===== config.mk =====
export PLATFORM = sky130hd
export DESIGN_NAME = uart_cmd_parser
export DESIGN_NICKNAME = d
export VERILOG_FILES = /design/src/rtl/uart_cmd_parser_pkg.sv /design/src/rtl/uart_cmd_parser.sv
export SDC_FILE = /design/constraint.sdc
export NUM_CORES = 1
export LEC_CHECK = 0
export CELL_PAD_IN_SITES_DETAIL_PLACEMENT = 0
export CELL_PAD_IN_SITES_GLOBAL_PLACEMENT = 2
export CORE_ASPECT_RATIO = 0.6
export CORE_MARGIN = 2
export CORE_UTILIZATION = 35
export CTS_BUF_LIST = sky130_fd_sc_hd__clkbuf_2
export CTS_CLUSTER_DIAMETER = 100
export DETAILED_ROUTE_END_ITERATION = 8
export PLACE_DENSITY = 0.78
export SLEW_MARGIN = 25
export SYNTH_ARGS = -nofsm -noshare
export SYNTH_HDL_FRONTEND = slang
export SYNTH_SLANG_ARGS = --single-unit

===== constraint.sdc =====
create_clock -name sys_clk -period 7.5 [get_ports sys_clk]
set_input_delay 1.125 -clock sys_clk [delete_from_list [all_inputs] [get_ports sys_clk]]
set_output_delay 1.125 -clock sys_clk [all_outputs]
set_load 0.1 [all_outputs]

===== src/rtl/uart_cmd_parser_pkg.sv =====
// Shared definitions for the UART command frame parser.
// - state_e   : parser FSM states
// - Err*      : error codes reported on err_code
// - DefaultHeader : default frame start byte
package uart_cmd_parser_pkg;

  typedef enum logic [2:0] {
    StIdle    = 3'd0,
    StCmd     = 3'd1,
    StLen     = 3'd2,
    StPayload = 3'd3,
    StChk     = 3'd4
  } state_e;

  localparam logic [1:0] ErrLen = 2'd1;
  localparam logic [1:0] ErrChk = 2'd2;
  localparam logic [1:0] ErrTo  = 2'd3;

  localparam logic [7:0] DefaultHeader = 8'hAA;

endpackage


===== src/rtl/uart_cmd_parser.sv =====
// Byte-level command frame parser fed by a UART receiver strobe.
// Frame: HEADER, CMD, LEN, LEN payload bytes, CHK (8-bit additive sum of CMD, LEN, payload).
// Ports:
//   sys_clk, sys_rst_n          : clock, asynchronous active-low reset
//   uart_rx_done, uart_rx_data  : one-cycle byte strobe and byte from the receiver
//   cmd_valid                   : one-cycle strobe for a good frame
//   cmd_code, cmd_len, cmd_payload : contents of the last good frame (byte 0 in [7:0])
//   frame_err, err_code         : one-cycle drop strobe; code of the last error (held)
//   busy                        : high whenever a frame is in progress
module uart_cmd_parser
  import uart_cmd_parser_pkg::*;
#(
  parameter int unsigned CLK_FRE       = 50_000_000,
  parameter int unsigned BPS           = 9_600,
  parameter logic [7:0]  HEADER        = DefaultHeader,
  parameter int unsigned MAX_LEN       = 4,
  parameter int unsigned TIMEOUT_CHARS = 3
) (
  input  logic        sys_clk,
  input  logic        sys_rst_n,
  input  logic        uart_rx_done,
  input  logic [7:0]  uart_rx_data,
  output logic        cmd_valid,
  output logic [7:0]  cmd_code,
  output logic [2:0]  cmd_len,
  output logic [31:0] cmd_payload,
  output logic        frame_err,
  output logic [1:0]  err_code,
  output logic        busy
);

  localparam int unsigned ToCyc  = TIMEOUT_CHARS * 10 * (CLK_FRE / BPS) - 1;
  localparam logic [23:0] ToCycW = ToCyc[23:0];
  localparam logic [7:0]  MaxLenW = MAX_LEN[7:0];

  state_e      r_state;
  logic [7:0]  r_code;
  logic [2:0]  r_len;
  logic [31:0] r_payload;
  logic [7:0]  r_sum;
  logic [2:0]  r_idx;
  logic [23:0] r_to_cnt;

  logic        r_cmd_valid;
  logic [7:0]  r_cmd_code;
  logic [2:0]  r_cmd_len;
  logic [31:0] r_cmd_payload;
  logic        r_frame_err;
  logic [1:0]  r_err_code;

  logic [7:0]  w_sum_next;
  logic [2:0]  w_idx_next;

  assign w_sum_next = r_sum + uart_rx_data;
  assign w_idx_next = r_idx + 3'd1;

  always_ff @(posedge sys_clk or negedge sys_rst_n) begin
    if (!sys_rst_n) begin
      r_state       <= StIdle;
      r_code        <= '0;
      r_len         <= '0;
      r_payload     <= '0;
      r_sum         <= '0;
      r_idx         <= '0;
      r_to_cnt      <= '0;
      r_cmd_valid   <= 1'b0;
      r_cmd_code    <= '0;
      r_cmd_len     <= '0;
      r_cmd_payload <= '0;
      r_frame_err   <= 1'b0;
      r_err_code    <= '0;
    end else begin
      r_cmd_valid <= 1'b0;
      r_frame_err <= 1'b0;
      // A byte arriving in the expiry cycle wins over the timeout.
      if (uart_rx_done) begin
        r_to_cnt <= '0;
        unique case (r_state)
          StIdle: begin
            if (uart_rx_data == HEADER) r_state <= StCmd;
          end
          StCmd: begin
            r_code  <= uart_rx_data;
            r_sum   <= uart_rx_data;
            r_state <= StLen;
          end
          StLen: begin
            if (uart_rx_data > MaxLenW) begin
              r_frame_err <= 1'b1;
              r_err_code  <= ErrLen;
              r_state     <= StIdle;
            end else begin
              r_len     <= uart_rx_data[2:0];
              r_sum     <= w_sum_next;
              r_payload <= '0;
              r_idx     <= '0;
              r_state   <= (uart_rx_data == 8'd0) ? StChk : StPayload;
            end
          end
          StPayload: begin
            r_payload[{r_idx[1:0], 3'b000} +: 8] <= uart_rx_data;
            r_sum <= w_sum_next;
            r_idx <= w_idx_next;
            if (w_idx_next == r_len) r_state <= StChk;
          end
          StChk: begin
            if (uart_rx_data == r_sum) begin
              r_cmd_valid   <= 1'b1;
              r_cmd_code    <= r_code;
              r_cmd_len     <= r_len;
              r_cmd_payload <= r_payload;
            end else begin
              r_frame_err <= 1'b1;
              r_err_code  <= ErrChk;
            end
            r_state <= StIdle;
          end
          default: r_state <= StIdle;
        endcase
      end else if (r_state != StIdle) begin
        if (r_to_cnt == ToCycW) begin
          r_frame_err <= 1'b1;
          r_err_code  <= ErrTo;
          r_state     <= StIdle;
          r_to_cnt    <= '0;
        end else begin
          r_to_cnt <= r_to_cnt + 24'd1;
        end
      end
    end
  end

  assign cmd_valid   = r_cmd_valid;
  assign cmd_code    = r_cmd_code;
  assign cmd_len     = r_cmd_len;
  assign cmd_payload = r_cmd_payload;
  assign frame_err   = r_frame_err;
  assign err_code    = r_err_code;
  assign busy        = (r_state != StIdle);

endmodule


==> run_results.csv, run 1 <==
group,metric,value,unit
status,outcome,"complete, no violations",
synth,ys_types,59,
worst_setup_path,cp-start-kind,"flip-flop",
worst_setup_path,cp-end-kind,"output pin",
cts,tritoncts,"yes",
synth,synthTopCellsByArea,"dfrtp_1 (51%), mux2_2 (5.9%), mux2_1 (5.8%)",
cells_and_area,num_antenna_cells,0,
synth,netlist_instances,577,
synth,synth_edf_count,0,
cells_and_area,fin_cells,878,
synth,ys_seq_area_share,51.27,%
synth,synth_ff_type,"dfrtp_1",
sta,hold_viol,0,
synth,yosysWarnings,0,
worst_setup_path,r2r-start,"r_sum[6]",
power,power.density,285.1,nW/um^2
sta,max_freq,234.7,MHz
cts,cts_buffer_depth,2,
worst_setup_path,crit_path_max_fanout,18,
detailed_routing,drc,0,
placed_design,place_congestion,0.8338,
power,comb_power_share,30.5,%
cts,clkSinkCount,128,
power,pwr-share-seq,44.7,%
global_routing,grt_first_pass_wirelength,25110,um
sta,whs,0.4649,ns
synth,syn-cell-area,6247,um^2
placed_design,place_inst,846,
worst_setup_path,cp-endpoint,"busy",
power,p_leak,0.003225,uW
sta,setup_ws,3.240,ns
worst_setup_path,cp.required,6.38,ns
sta,max_slew.worst_pin.slew,1.070,ns
cts,clk_pin_slew_worst_paths,0.21,ns
synth,synth_area_leader_cell,"dfrtp_1",
placed_design,place_ws,3.301,ns
worst_setup_path,crit_type,"reg -> out",
power,switching_share,38.85,%
detailed_routing,firstDrtPassIters,4,
die,chipWidth,176.5,um
cts,cts_made_buffers,17,
die,core_region_area,17310,um^2
cts,post_cts_resized,0,
detailed_routing,drtIter0Drc,306,
cts,root_buffer,"clkbuf_2",
power,clock_power_share,24.7,%
global_routing,antenna_found_initial,0,
cts,ctsHoldBuffers,0,
detailed_routing,routed_wirelength,15360,um
global_routing,grt_overflow,0,
sta,fin_crit_sh,56.80,%
worst_setup_path,r2r-end,"cmd_code[2]",
cells_and_area,drive_gt1_share,12.73,%
cells_and_area,finalCoreUtilization,42.10,%
power,p_int,1271,uW
sta,maxSlewHeadroom,28.43,%
detailed_routing,wire_per_inst,17.49,um
synth,synth_top_area_share,51.27,%
die,initial_utilization,36.08,%
sta,min_period,4.260,ns
synth,yosysMostFrequentCell,"dfrtp_1",
synth,synth_seq_cells,128,
sta,rsz0062_at_grt,"no",
worst_setup_path,critical_path.startpoint,"r_state[0]",
power,vdd_drop_max,0.00008920,V
synth,synth_nets,602,
power,netSwitchingPower,807.2,uW
cts,cts-htree-levels,4,
synth,avgSynthCellArea,10.83,um^2
hold_path,hold_class,"in -> async",
detailed_routing,via_count,4613,
die,io-pin-count,59,
die,die_height,107.5,um
cts,insertion_delay,0.72,ns
detailed_routing,vias_per_cell,5.254,
die,rows,37,
sta,drv_slew,0,
sta,fin_tns_setup,0,ns
global_routing,grt_pass1_vias,4583,
global_routing,grt_max_degree,66,
sta,setup_viol,0,
placed_design,port-buffer-count,58,
flow_run,drv_cap,0,
worst_setup_path,r2r_cells,5,
detailed_routing,antenna_left,0,
synth,ys_top_cells_by_count,"dfrtp_1 (128), nor2_1 (43), inv_1 (40), nand3_1 (39), nand2_1 (37)",
sta,fin_skew,0.03994,ns
cells_and_area,synthToLayoutAreaGrowth,16.68,%
cells_and_area,nets,656,
cts,postCtsSetupBuffers,0,
placed_design,place_hpwl,10580,um
synth,async_flop_share,100.0,%
worst_setup_path,r2r_setup_slack,4.86,ns
worst_setup_path,arrival,3.14,ns
die,die-area,18970,um^2
global_routing,grt_usage,17.44,%
[worst min-delay path by stage]
stage / endpoint / slack, ns / cells after the start
2_1_floorplan: r_sum[2] / 0.45 / 2
3_3_place_gp: cmd_payload[11] / 0.47 / 1
3_5_place_dp: cmd_payload[24] / 0.47 / 1
4_1_cts: cmd_payload[27] / 0.40 / 1
5_1_grt: cmd_payload[27] / 0.41 / 1
6_report: cmd_code[0] / 0.46 / 1
[layer usage]
metal | track usage, % | wire (um)
met5 | 0 | 0
met4 | 5.726 | 149
met3 | 4.555 | 892
met2 | 22.32 | 5962
met1 | 27.57 | 8355
[critical path, cell delays in order (launching register included)]
cell and delay, ns:
dfrtp_1 0.65, nor3_2 0.42, clkinv_1 0.32, clkdlybuf4s50_1 1.05
[cell families after synthesis]
logic type	synth area share (%)
buffers and inverters	4.907
flip-flops	51.27
AO/OA/AOI/OAI	9.153
adder cells (fa/ha/maj)	2.924
multiplexers	13.16
XOR/XNOR	2.664
AND/OR/NAND/NOR	15.92
[cells in the final DEF, fill, tap and decap left out, types with 3 or more instances in the layout]
cell and n:
dfrtp_1 128, clkdlybuf4s50_1 57, nor2_1 43, inv_1 40, nand3_1 39, nand2_1 37, o21ai_0 34, mux2_2 33
mux2_1 32, clkbuf_2 17, a21oi_1 15, a31oi_1 13, ha_1 13, xor2_1 11, nor3_1 10, mux2i_1 9
xnor2_1 8, and3_1 7, nand2b_1 6, nand4_1 5, buf_4 5, or3_1 4, nor2b_1 4, bufinv_16 4
or4_1 3, nor4_4 3, o22ai_1 3, a22oi_1 3, o221a_2 3, nand4b_1 3, a41oi_1 3, a211oi_1 3
inv_6 3, clkinv_4 3
[flip-flops by register name, summed over array words and instances (netlist names)]
| register | flops |
|---|---|
| cmd_code | 8 |
| cmd_len | 3 |
| cmd_payload | 32 |
| cmd_valid | 1 |
| err_code | 2 |
| frame_err | 1 |
| r_code | 8 |
| r_idx | 3 |
| r_len | 3 |
| r_payload | 32 |
| r_state | 3 |
| r_sum | 8 |
| r_to_cnt | 24 |
[cell type report]
type | instances | area (um^2)
inverter | 41 | 153.9
clock buffer | 17 | 85.08
sequential | 128 | 3203
tap | 234 | 292.8
timing repair buffer | 62 | 608.1
multi-input combinational | 381 | 2738
fill | 1674 | 10020
clock inverter | 15 | 209.0
[power by group through the flow]
stage                     clock network, uW  logic (uW)  registers (uW)
after floorplan                           0         441             948
after global routing                    564         710             950
after global placement                    0         622             940
after detailed placement                  0         633             942
final                                   514         635             929
after CTS                               533         636             929
[metrics by stage]
step           power [uW]  area (um^2)
4_1_cts              2098         7289
5_1_grt              2224         7289
6_report             2078         7289
2_1_floorplan        1389         6247
3_3_place_gp         1562         6995
3_5_place_dp         1575         6995
Power figures use the tool's default switching activity.
==> run 2, diff against run 1 <==
- clock period: 7.5 -> 4.1 ns (I/O delays scaled with it)
==> run 2 against run 1 <==
  * Final area up 0.22%
  * Non-clock buffer count up 7
  * Sequential share of layout area down 0.098 points
  * Sequential cell count unchanged
  * Register-to-register slack worse by 3.2 ns
  * Setup slack worse by 2.9 ns
  * Clock power up 50%
  * Die area unchanged
  * Hold slack better by 0.0046 ns
  * First-iteration DRC count up 8.8%
  * Critical path type unchanged
==> run_results.csv, run 2 (synthesized netlist as in run 1, its figures left out) <==
group,metric,value,unit
die,die-area,18970,um^2
cts,clkSinkCount,128,
sta,fin_skew,0.05764,ns
global_routing,grt_overflow,0,
detailed_routing,drc,0,
worst_setup_path,crit_type,"reg -> out",
cells_and_area,num-fill-cells,1669,
cells_and_area,drive_gt1_share,13.52,%
sta,rsz0062_at_grt,"no",
worst_setup_path,cp-start-kind,"flip-flop",
placed_design,place_hpwl,10640,um
cells_and_area,nets,663,
sta,setup_viol,0,
placed_design,place_congestion,0.8443,
detailed_routing,routed_wirelength,15230,um
cells_and_area,fin_cells,885,
worst_setup_path,arrival,3.12,ns
sta,maxSlewHeadroom,33.36,%
cts,cts-htree-levels,4,
die,core_region_area,17310,um^2
sta,fin_tns_setup,0,ns
placed_design,place_inst,852,
global_routing,antenna_found_initial,0,
global_routing,grt_pass1_vias,4512,
global_routing,grt_first_pass_wirelength,25240,um
cts,cts_buffer_depth,2,
status,outcome,"complete, no violations",
sta,max_freq,267.8,MHz
sta,fin_crit_sh,91.08,%
power,p_leak,0.003232,uW
cts,clk_pin_slew_worst_paths,0.22,ns
global_routing,grt_usage,17.20,%
flow_run,drv_cap,0,
worst_setup_path,cp.required,3.48,ns
cells_and_area,num_antenna_cells,0,
cts,insertion_delay,0.71,ns
die,chipWidth,176.5,um
worst_setup_path,cp-end-kind,"output pin",
cells_and_area,multiInputGateArea,2738,um^2
detailed_routing,via_count,4518,
sta,max_slew.worst_pin.slew,0.9965,ns
die,die_height,107.5,um
detailed_routing,wire_per_inst,17.20,um
sta,drv_slew,0,
detailed_routing,drtIter0Drc,333,
die,initial_utilization,36.08,%
worst_setup_path,worst_path_largest_cell_delay,1.05,ns
cts,root_buffer,"clkbuf_2",
die,rows,37,
worst_setup_path,crit_path_max_fanout,18,
detailed_routing,firstDrtPassIters,5,
cells_and_area,synthToLayoutAreaGrowth,16.94,%
worst_setup_path,crit_chain,"nor3_2, clkinv_1, clkdlybuf4s50_1",
global_routing,grt_max_degree,79,
die,io-pin-count,59,
sta,min_period,3.734,ns
cts,cts_made_buffers,17,
cts,tritoncts,"yes",
cells_and_area,mostFrequentLayoutCells,"dfrtp_1 (128), clkdlybuf4s50_1 (57), nor2_1 (43)",
sta,hold_viol,0,
placed_design,port-buffer-count,58,
power,power.density,498.8,nW/um^2
detailed_routing,antenna_left,0,
cells_and_area,seq_area,3203,um^2
power,vdd_drop_max,0.0001789,V
cells_and_area,final_common_cell,"dfrtp_1",
worst_setup_path,slowest_stage,"clkdlybuf4s50_1",
detailed_routing,vias_per_cell,5.105,
hold_path,hold_class,"in -> async",
==> run 2: cell count changes in the layout (fill, tap and decap cells not counted) <==
cell | before | now
clkinv_2 | 2 | 0
dlygate4sd3_1 | 0 | 1
inv_6 | 3 | 4
buf_4 | 5 | 9
clkinvlp_4 | 2 | 3
inv_8 | 1 | 4
bufinv_16 | 4 | 0
clkinv_8 | 0 | 1
buf_12 | 0 | 2
==> run 2: routing by layer <==
layer	vias up	track usage, %	wire [um]
li1	2174	-	-
met1	2247	27.79	8682
met2	90	23.02	5873
met3	7	3.531	577
met4	0	3.542	93
met5	-	0	0
==> run 2: critical path: cells and delay by family (launching register included) <==
family                 cells  cell delay (ns)
buffers and inverters      2             1.37
flip-flops                 1             0.65
AND/OR/NAND/NOR            1             0.44
==> run 2: layout make-up <==
| cell class | instances | area share (%) |
|---|---|---|
| clock buffers | 17 | 1.165 |
| flip-flops and latches | 128 | 43.84 |
| inverters | 41 | 2.107 |
| well taps | 234 | 4.008 |
| multi-input cells | 381 | 37.47 |
| repair buffers | 69 | 9.419 |
| clock inverters | 15 | 1.987 |
==> run 2: path summary, 6_finish.rpt <==
check / start / end / slack [ns] / cells past startpoint
setup / recovery: r_state[0] / busy / 0.37 / 3
hold / removal: sys_rst_n / r_to_cnt[17] / 0.47 / 2
setup reg to reg: r_sum[6] / cmd_len[1] / 1.66 / 5
hold reg to reg: r_payload[25] / cmd_payload[25] / 0.51 / 1
max in group asynchronous: sys_rst_n / cmd_payload[1] / 2.79 / 3
min in group sys_clk: r_payload[25] / cmd_payload[25] / 0.51 / 1
==> run 2: power breakdown <==
part	internal, uW	leakage [uW]	switching, uW	total, uW
registers	1490	0.00172	205	1700
clock network	190	0.000133	581	772
logic	434	0.00138	739	1170
==> run 2: metrics by stage <==
stage	instance area, um^2	utilization, %	setup slack [ns]	power [uW]	hold slack, ns
finish	7306	42.20	0.3656	3644	0.4695
global route	7306	42.20	0.09784	3897	0.4847
CTS	7306	42.20	0.3102	3677	0.4581
detailed placement	7066	40.81	0.7150	2894	0.4737
global placement	7066	40.81	0.7456	2881	0.4685
floorplan	6247	-	1.478	2541	0.3194
==> run 2: what timing repair did <==
| item | 4_1_cts | 5_1_grt |
|---|---|---|
| hold buffers | 1 | 0 |
| endpoints found under the hold margin | 50 | 0 |
| setup buffers | 0 | 0 |
| resized for setup | 0 | 0 |
==> run 3, diff against run 2 <==
==> constraint.sdc (replaced) <==
create_clock -name sys_clk -period 4.1 [get_ports sys_clk]
set_input_delay 1.025 -clock sys_clk [delete_from_list [all_inputs] [get_ports sys_clk]]
set_output_delay 1.025 -clock sys_clk [all_outputs]
set_load 0.1 [all_outputs]
==> run 3 against run 2 <==
  * Sequential share of layout area fell by 0.43 points
  * Largest power group unchanged
  * Hold slack got worse by 0.17 ns
  * Critical path depth stayed put
  * First-iteration DRC count fell by 2.7%
  * Highest routed layer unchanged
==> run_results.csv, run 3 (synthesized netlist as in run 1, its figures left out) <==
group,metric,value,unit
sta,drv_slew,0,
sta,max_slew.worst_pin.slew,0.9912,ns
hold_path,hold_class,"in -> async",
cts,cts_buffer_depth,2,
cells_and_area,synthToLayoutAreaGrowth,18.11,%
power,pwr-share-seq,45.5,%
power,power.density,502.0,nW/um^2
power,p_int,2184,uW
cells_and_area,num_antenna_cells,0,
cts,post_cts_resized,0,
cts,root_buffer,"clkbuf_2",
detailed_routing,antenna_left,0,
detailed_routing,vias_per_cell,5.126,
sta,fin_tns_setup,0,ns
detailed_routing,routed_wirelength,15170,um
sta,rsz0062_at_grt,"no",
global_routing,grt_pass1_vias,4641,
sta,hold_viol,0,
global_routing,grt_overflow,0,
power,netSwitchingPower,1520,uW
sta,maxSlewHeadroom,33.71,%
sta,setup_viol,0,
sta,fin_skew,0.07140,ns
worst_setup_path,cp-end-kind,"output pin",
die,rows,37,
power,vdd_drop_max,0.0001856,V
placed_design,port-buffer-count,58,
power,comb_power_share,32.1,%
status,outcome,"complete, no violations",
worst_setup_path,crit_path_max_fanout,18,
detailed_routing,wire_per_inst,17.01,um
cts,tritoncts,"yes",
placed_design,place_congestion,0.8380,
global_routing,grt_usage,17.12,%
die,chipWidth,176.5,um
die,io-pin-count,59,
global_routing,grt_max_degree,72,
die,die-area,18970,um^2
power,switching_share,41.03,%
detailed_routing,met2WireLength,5853,um
cells_and_area,final_common_cell,"dfrtp_1",
cells_and_area,drive_gt1_share,14.74,%
worst_setup_path,cp-start-kind,"flip-flop",
sta,max_freq,290.1,MHz
power,clock_power_share,22.4,%
detailed_routing,routed.top_layer,"met4",
die,core_region_area,17310,um^2
detailed_routing,met3WireLength,557,um
cts,insertion_delay,0.70,ns
die,initial_utilization,36.08,%
cells_and_area,nets,670,
cts,clk_pin_slew_worst_paths,0.29,ns
cts,ctsHoldBuffers,0,
die,die_height,107.5,um
detailed_routing,drc,0,
placed_design,place_hpwl,10510,um
detailed_routing,drtIter0Drc,324,
cts,cts_made_buffers,17,
sta,fin_crit_sh,84.07,%
flow_run,drv_cap,0,
power,report.power.total,3704,uW
cts,clkSinkCount,128,
detailed_routing,firstDrtPassIters,5,
worst_setup_path,arrival,2.42,ns
sta,min_period,3.447,ns
cts,postCtsSetupBuffers,0,
worst_setup_path,cp.required,3.07,ns
global_routing,antenna_found_initial,0,
detailed_routing,via_count,4572,
global_routing,grt_first_pass_wirelength,25300,um
cts,cts-htree-levels,4,
detailed_routing,m1WireLength,8656,um
power,p_leak,0.003279,uW
cells_and_area,num-fill-cells,1664,
cells_and_area,mostFrequentLayoutCells,"dfrtp_1 (128), clkdlybuf4s50_1 (56), nor2_1 (43)",
worst_setup_path,crit_type,"reg -> out",
[run 3: cell types whose count changed in the layout (fill, tap and decap cells not counted), sizes merged]
cell,previous run,this run
inv,48,49
clkdlybuf4s50,57,56
dlygate4sd3,1,0
buf,11,20
clkinv,5,3
bufinv,0,1
[run 3: layer usage]
layer / global-route usage (%) / vias up
met5: 0 / -
met2: 23.41 / 89
met1: 27.16 / 2291
met3: 3.531 / 8
li1: - / 2184
met4: 3.837 / 0
[run 3: area by class of cell]
cell class | instances | area, um^2 | area share (%)
clock inverters | 15 | 166.4 | 2.255
well taps | 234 | 292.8 | 3.968
flip-flops and latches | 128 | 3203 | 43.41
multi-input cells | 381 | 2738 | 37.10
repair buffers | 76 | 739.5 | 10.02
inverters | 41 | 153.9 | 2.086
clock buffers | 17 | 85.08 | 1.153
[run 3: final timing paths]
kind                                  end  slack [ns]    startpoint  cells after the start
min in group sys_clk       cmd_payload[9]        0.49  r_payload[9]                      1
hold reg to reg            cmd_payload[9]        0.49  r_payload[9]                      1
setup / recovery                     busy        0.65    r_state[0]                      3
setup reg to reg           cmd_payload[0]        1.67      r_sum[6]                      5
hold / removal                cmd_code[3]        0.30     sys_rst_n                      1
max in group asynchronous    r_payload[0]        2.95     sys_rst_n                      2
[run 3: per-stage QoR]
step	cell area, um^2	hold WS, ns	cells	worst slack [ns]	util [%]
after global placement	7123	0.4688	860	0.5659	41.14
after CTS	7375	0.3896	892	0.5895	42.59
after global routing	7378	0.2775	892	0.5049	42.61
after detailed placement	7123	0.4739	860	0.5326	41.14
final	7378	0.3042	892	0.6533	42.61
after floorplan	6247	0.4538	577	1.068	-
[run 3: critical path, stage by stage (launching register included)]
cell,delay [ns]
dfrtp_1,0.64
nor3_2,0.41
clkinv_1,0.36
buf_4,0.34
[run 3: power groups by stage]
stage	clock (uW)	combinational [uW]	sequential (uW)
2_1_floorplan	0	807	1730
3_3_place_gp	0	1160	1710
3_5_place_dp	0	1180	1710
4_1_cts	859	1180	1690
5_1_grt	914	1310	1730
6_report	829	1190	1690
